<file path="src/rtl/row_accumulator_pkg.sv">
// Shared sizing for the row accumulator and its round-robin arbiter.
// Entry layout: the top bit flags end-of-row, the remaining bits hold an unsigned value.
package row_accumulator_pkg;

  localparam int channel_num     = 8;
  localparam int channel_num_log = 3;
  localparam int val_bits        = 9;
  localparam int acc_bits        = 24;
  localparam int row_bits        = 16;
  localparam int eor_bit         = val_bits - 1;

  // Pointer advance that wraps at the last channel even if channel_num is not a power of two
  function automatic logic [channel_num_log-1:0] next_ptr(input logic [channel_num_log-1:0] idx);
    return (idx == channel_num_log'(channel_num - 1)) ? '0 : idx + 1'b1;
  endfunction

endpackage

</file>
<file path="src/rtl/row_accumulator_rr_arbiter.sv">
// Round-robin arbiter: grants the first requester at or after the pointer.
// Kept generic so the column path can reuse it.
module rr_arbiter #(
  parameter int n     = 8,
  parameter int n_log = 3
) (
  input  logic [n-1:0]     req,
  input  logic [n_log-1:0] ptr,
  output logic [n-1:0]     gnt,
  output logic [n_log-1:0] idx,
  output logic             any
);

  int cand;

  always_comb begin
    gnt  = '0;
    idx  = '0;
    any  = 1'b0;
    cand = 0;
    for (int k = 0; k < n; k++) begin
      cand = int'(ptr) + k;
      if (cand >= n) cand = cand - n;
      if (!any && req[n_log'(cand)]) begin
        any = 1'b1;
        idx = n_log'(cand);
      end
    end
    if (any) gnt[idx] = 1'b1;
  end

endmodule

</file>
<file path="src/rtl/row_accumulator.sv">
// Drains per-channel value FIFOs into per-row sums and emits completed rows
// one at a time through a round-robin-arbitrated valid/ready result register.
module row_accumulator
  import row_accumulator_pkg::*;
(
  input  logic                            clk,
  input  logic                            rst,
  input  logic [channel_num-1:0]          empty,
  input  logic [val_bits*channel_num-1:0] in_data,
  output logic [channel_num-1:0]          read,
  output logic                            res_valid,
  input  logic                            res_ready,
  output logic [acc_bits-1:0]             res_data,
  output logic [channel_num_log-1:0]      res_channel,
  output logic [row_bits-1:0]             res_row
);

  logic [channel_num-1:0]     pend;
  logic [channel_num-1:0]     pend_clr;
  logic [channel_num-1:0]     gnt;
  logic [channel_num_log-1:0] sel;
  logic [channel_num_log-1:0] rr;
  logic                       any_pend;
  logic                       free;
  logic [acc_bits-1:0]        rsum_arr [channel_num];
  logic [row_bits-1:0]        row_arr  [channel_num];

  for (genvar i = 0; i < channel_num; i++) begin : g_ch
    logic                vld;
    logic                pend_q;
    logic [acc_bits-1:0] acc;
    logic [acc_bits-1:0] rsum;
    logic [row_bits-1:0] row;
    logic [val_bits-1:0] entry;
    logic                eor;
    logic [acc_bits-1:0] val_ext;

    assign entry   = in_data[i*val_bits +: val_bits];
    assign eor     = entry[eor_bit];
    assign val_ext = acc_bits'(entry[val_bits-2:0]);

    // Stop fetching once an end-of-row entry is in hand: one finished row per channel in flight
    assign read[i] = ~rst & ~empty[i] & ~pend_q & ~(vld & eor);

    always_ff @(posedge clk or posedge rst) begin
      if (rst) begin
        vld    <= 1'b0;
        pend_q <= 1'b0;
        acc    <= '0;
        rsum   <= '0;
        row    <= '0;
      end else begin
        vld <= read[i];
        if (pend_clr[i]) begin
          pend_q <= 1'b0;
          row    <= row + 1'b1;
        end
        if (vld) begin
          if (eor) begin
            rsum   <= acc + val_ext;
            pend_q <= 1'b1;
            acc    <= '0;
          end else begin
            acc <= acc + val_ext;
          end
        end
      end
    end

    assign pend[i]     = pend_q;
    assign rsum_arr[i] = rsum;
    assign row_arr[i]  = row;
  end

  rr_arbiter #(
    .n     (channel_num),
    .n_log (channel_num_log)
  ) u_arb (
    .req (pend),
    .ptr (rr),
    .gnt (gnt),
    .idx (sel),
    .any (any_pend)
  );

  assign free     = ~res_valid | res_ready;
  assign pend_clr = (free & any_pend) ? gnt : '0;

  always_ff @(posedge clk or posedge rst) begin
    if (rst) begin
      res_valid   <= 1'b0;
      res_data    <= '0;
      res_channel <= '0;
      res_row     <= '0;
      rr          <= '0;
    end else if (free) begin
      res_valid <= any_pend;
      if (any_pend) begin
        res_data    <= rsum_arr[sel];
        res_channel <= sel;
        res_row     <= row_arr[sel];
        rr          <= next_ptr(sel);
      end
    end
  end

endmodule

</file>
<file path="config.mk">
export PLATFORM = sky130hd
export DESIGN_NAME = row_accumulator
export DESIGN_NICKNAME = d
export VERILOG_FILES = /design/src/rtl/row_accumulator_pkg.sv /design/src/rtl/row_accumulator_rr_arbiter.sv /design/src/rtl/row_accumulator.sv
export SDC_FILE = /design/constraint.sdc
export NUM_CORES = 2
export LEC_CHECK = 0
export ABC_CLOCK_PERIOD_IN_PS = 25300
export CAP_MARGIN = 0
export CORE_ASPECT_RATIO = 0.6
export CORE_MARGIN = 1
export CORE_UTILIZATION = 62
export CTS_CLUSTER_DIAMETER = 40
export CTS_CLUSTER_SIZE = 20
export DETAILED_ROUTE_END_ITERATION = 8
export PLACE_DENSITY = 0.87
export SETUP_SLACK_MARGIN = 0.1
export SKIP_LAST_GASP = 1
export SYNTH_ARGS = -nofsm -noshare
export SYNTH_HDL_FRONTEND = slang
export SYNTH_HIERARCHICAL = 1
export SYNTH_SLANG_ARGS = --single-unit
</file>
<file path="constraint.sdc">
create_clock -name clk -period 25.3 [get_ports clk]
set_input_delay 3.795 -clock clk [delete_from_list [all_inputs] [get_ports clk]]
set_output_delay 3.795 -clock clk [all_outputs]
set_load 0.02 [all_outputs]
</file>
After elaboration in Yosys (flattened, before gate mapping). Index checks and enable logic that the tools add are counted.

Bitwise gates (word level): 61. Magnitude comparators: 19. $add $sub $neg: 32. Equality and inequality tests: 1. Mux-type cells: 91. Reduce and logical (&&, ||, !) cells: 24.

Operator list (count): $mux W24 (10); $add A24 B8 Y24 (8); $add A16 B1 Y16 const B (8); $bmux W24 S3 (1); $mux W3 (17); $mux W1 (49); $bmux W16 S3 (1); $lt A3 B5 Y1 const B (8); $and A1 B1 Y1 (33); $ge A4 B4 Y1 const B (8); $mux W16 (2); $not A1 Y1 (26); $bmux W1 S3 (8); $sub A3 B1 Y3 const B (8); $reduce_and A2 Y1 (9); $add A3 B3 Y4 const B (4); $mux W8 (2); $add A3 B2 Y4 const B (2); $logic_and A1 B1 Y1 (8); $logic_not A1 Y1 (7); $add A3 B1 Y4 const B (1); $ge A3 B4 Y1 const B (1); $lt A3 B4 Y1 const B (1); $not A3 Y4 (1); other kinds (5) (5).

Bits in registers: 575. Logic and storage cells: 273. Output and inout bits: 52.

Longest topological paths before layout.
Word-level depth: 36. Gate-level depth with buffers: 18. Gate-level depth less buffers: 15.

By module. The synthesis kept the hierarchy.

Modules (own cells, without submodules): row_accumulator (times used 1, area each 30400.4 um^2, cells an instance 2931); rr_arbiter (times used 1, area each 1119.8 um^2, cells an instance 114).

Least setup slack after synthesis. OpenSTA, ideal clock, no wires.

Path type: input-to-output. Start point: input port in_data[17]. End point: output port read[1]. Slack: 16323 ps. Stages: 2. Data arrival time: 5182 ps. Buffers on the path: 1. Cells stage by stage: clkbuf_1 -> a2111oi_0.

Word-level cells in the longest chain between the ends: 3.

Ends and longest elaborated chain: from (decl) (RTL line row_accumulator.sv:9) `input logic [val_bits*channel_num-1:0] in_data,`; $and A1 B1 Y1 (RTL line row_accumulator.sv:43) `assign read[i] = ~rst & ~empty[i] & ~pend_q & ~(vld & eor);`; $not A1 Y1 (RTL line row_accumulator.sv:43); $and A1 B1 Y1 (RTL line row_accumulator.sv:43); to (decl) (RTL line row_accumulator.sv:10) `output logic [channel_num-1:0] read,`.

No other way between the ends.

Worst setup path in the final report.
Start point: input port in_data[44]. End point: output port read[4].

Same word-level chain as after synthesis.

==> flow_summary.yaml <==
setup_path:
  critical_path.max_fanout: 21
  slowest_stage: "a2111oi_0"
  slowest_delay_ns: 1.18
  criticalPathCategory: "input port to output port"
  crit_path_end_kind: "output port"
  path_buf_inv: 2
  r2r_slack_ns: 18.32
  crit_arrival_ns: 6.56
  crit_family: "buffers and inverters"
  start_kind: "input port"
  worstPathCellList: "clkdlybuf4s50_1, a2111oi_0, clkdlybuf4s50_1"
  cpMostUsedCell: "clkdlybuf4s50_1"
  required_ns: 21.50
clock_tree:
  clkTransAtPathRegs_ns: 0.07
  numCtsBuffers: 54
  cts.sinks: 575
  cts_root_buf: "clkbuf_16"
  cts_tree: "yes"
  clockBufferDepth: 3
  cts_hold_buffers: 0
  insertion_delay_ns: 0.61
  postCtsSetupRepairBufs: 0
  post_cts_resized: 0
  htreeDepth: 2
die:
  die_w_um: 293
  dieArea_um2: 51800
  chipHeight_um: 177
  core_area_um2: 49700
  rows: 63
  io_pins: 135
  initial_core_util_pct: 63.4
run_status:
  outcome: "finished, final reports clean"
flow_run:
  max_cap_viol_count: 0
logic_synthesis:
  synthesis.area_um2: 31500
  yosys_warnings: 6
  syn_inst: 3045
  seq_area_frac_synth_pct: 45.6
  avgSynthCellArea_um2: 10.4
  async_flop_share_pct: 100
  synth_cell_types: 92
  ys.flop_type: "dfrtp_1"
  synth-seq-cells: 575
  synth_edf_count: 0
  synth_nets: 3212
placement:
  dp_hpwl_um: 64000
  placed_area_um2: 33200
  portBuffers: 134
  routabilityCongestion: 0.985
routing:
  wl_um: 90100
  vias: 25500
  ant_nets: 0
  firstDrtPassIters: 6
  drtIter0Drc: 3493
  wl_per_cell_um: 23.6
  viasPerCell: 6.68
  drc_errors: 0
sta:
  finalMaxSlewViolations: 0
  setup_violations: 0
  grt_setup_unrepaired: "false"
  tns_ns: 0
  fin_worst_skew_ns: 0.0269
  tightest_slew_ns: 1.16
  fin_crit_sh_pct: 40.9
  hold_viol_final: 0
  fin_crit_ns: 10.36
  max_freq_mhz: 96.6
  slew_headroom_pct: 20.5
global_routing:
  met3_usage_pct: 12.1
  grt.total_usage_pct: 35.3
  grt_use_met2_pct: 48.7
  grt_max_degree: 182
  use_met1_pct: 51.8
  grt_pass1_wl_um: 142000
  first_global_vias: 24400
  antenna_found_initial: 6
  grt-ovfl-total: 0
  top_usage_layer: "met1"
layout:
  fin_area_um2: 35200
  area_delta_synth_final_pct: 11.6
  layout.nets: 3262
  layout-drive-gt1-share_pct: 9.30
power:
  powerDensity_nw_per_um2: 132
  vdd_drop_max_uv: 343
  leakage_nw: 15.1
worst_hold_path:
  hold_class: "flip-flop to flip-flop"
metrics by stage:
step	hold slack [ns]	std cells	util (%)	power, mW	worst slack [ns]
after global routing	0.482	3823	70.7	4.84	14.95
after CTS	0.468	3823	70.7	4.59	15.00
final	0.464	3824	70.7	4.65	14.94
after detailed placement	0.456	3721	66.8	3.70	14.99
after global placement	0.453	3721	66.8	3.59	15.02
after floorplan	0.436	3045	-	3.01	5.26
path summary, 6_finish.rpt:
| path | startpoint | to | cells after the start |
|---|---|---|---|
| worst min register to register | g_ch[7].row[15] | g_ch[7].row[15] | 1 |
| worst max-delay path | in_data[44] | read[4] | 3 |
| min in group asynchronous | rst | g_ch[6].row[2] | 3 |
| worst min-delay path | g_ch[7].row[15] | g_ch[7].row[15] | 1 |
| max in group asynchronous | rst | g_ch[1].rsum[8] | 5 |
| worst max register to register | rr[0] | g_ch[2].row[15] | 16 |
final cells by class:
cell class	count	area (µm²)
Timing Repair Buffer	153	1510
Tap cell	682	853
Fill cell	3351	14600
Multi-Input combinational cell	2230	16200
Inverter	81	312
Antenna cell	1	2.50
Clock buffer	63	1490
Clock inverter	39	449
Sequential cell	575	14400
synth_stat cells (all sizes together) (38+ instances only):
| master | instances | area [µm²] |
|---|---|---|
| a21o | 38 | 285 |
| a21oi | 93 | 488 |
| and3 | 51 | 340 |
| buf | 49 | 264 |
| clkbuf | 110 | 415 |
| dfrtp | 575 | 14400 |
| ha | 76 | 951 |
| inv | 76 | 285 |
| mux2i | 52 | 521 |
| mux4 | 96 | 2180 |
| nand2 | 372 | 1400 |
| nand3 | 100 | 500 |
| nand4 | 69 | 432 |
| nor2 | 114 | 428 |
| o21ai | 358 | 1800 |
| o2bb2ai | 55 | 482 |
| o31ai | 56 | 420 |
| xnor2 | 170 | 1490 |
| xor2 | 123 | 1080 |
worst reg2reg max path: stages, from the launching register on:
cell,delay (ns)
dfrtp_1,0.82
clkinv_1,0.46
ha_1,0.88
mux4_1,0.81
mux2i_1,0.46
a41oi_1,0.22
nor4b_1,0.49
a41oi_4,0.06
buf_4,0.43
a211o_1,0.41
nor2b_1,0.12
nand2_1,0.13
nor4b_2,0.55
and3_1,0.30
nand4_1,0.21
nor4_1,0.37
xor2_1,0.17
cells by family after synthesis:
kind of cell / count (synthesis) / synth area share (%)
AND/OR/NAND/NOR: 890 / 13.8
AO/OA/AOI/OAI: 783 / 16.0
flip-flops: 575 / 45.6
XOR/XNOR: 293 / 8.14
buffers and inverters: 240 / 3.12
multiplexers: 180 / 9.74
adder cells (fa/ha/maj): 84 / 3.52
flip-flops by register name, summed over array words and instances, names as in the netlist:
name         count
g_ch.acc       192
g_ch.pend_q      8
g_ch.row       128
g_ch.rsum      192
g_ch.vld         8
res_channel      3
res_data        24
res_row         16
res_valid        1
rr               3
layer usage:
layer	share of wire, %	up-vias
met4	3.6	8
met1	42	12600
li1	-	11200
met3	13	196
met5	0.082	-
met2	42	1480
where the power goes:
| part | internal (mW) | switching, mW |
|---|---|---|
| combinational | 1.02 | 1.38 |
| sequential | 1.12 | 0.248 |
| clock | 0.473 | 0.415 |
cell usage in the layout, fill, tap and decap left out, types with 31 or more instances in the layout:
cell type and n:
o2bb2ai_1 55, o21ai_0 347, and2_1 34, ha_1 76, clkdlybuf4s50_1 134, a21oi_1 89, mux2i_1 52, or3_1 36
o31ai_1 56, and3_1 46, mux2_2 31, nor2_1 114, xor2_1 123, xnor2_1 170, a21o_1 38, nand3_1 100
nand4_1 69, inv_1 75, nand2_1 371, dfrtp_1 575, clkbuf_16 57, mux4_2 90
No activity file was read; power rests on OpenSTA's default activity.
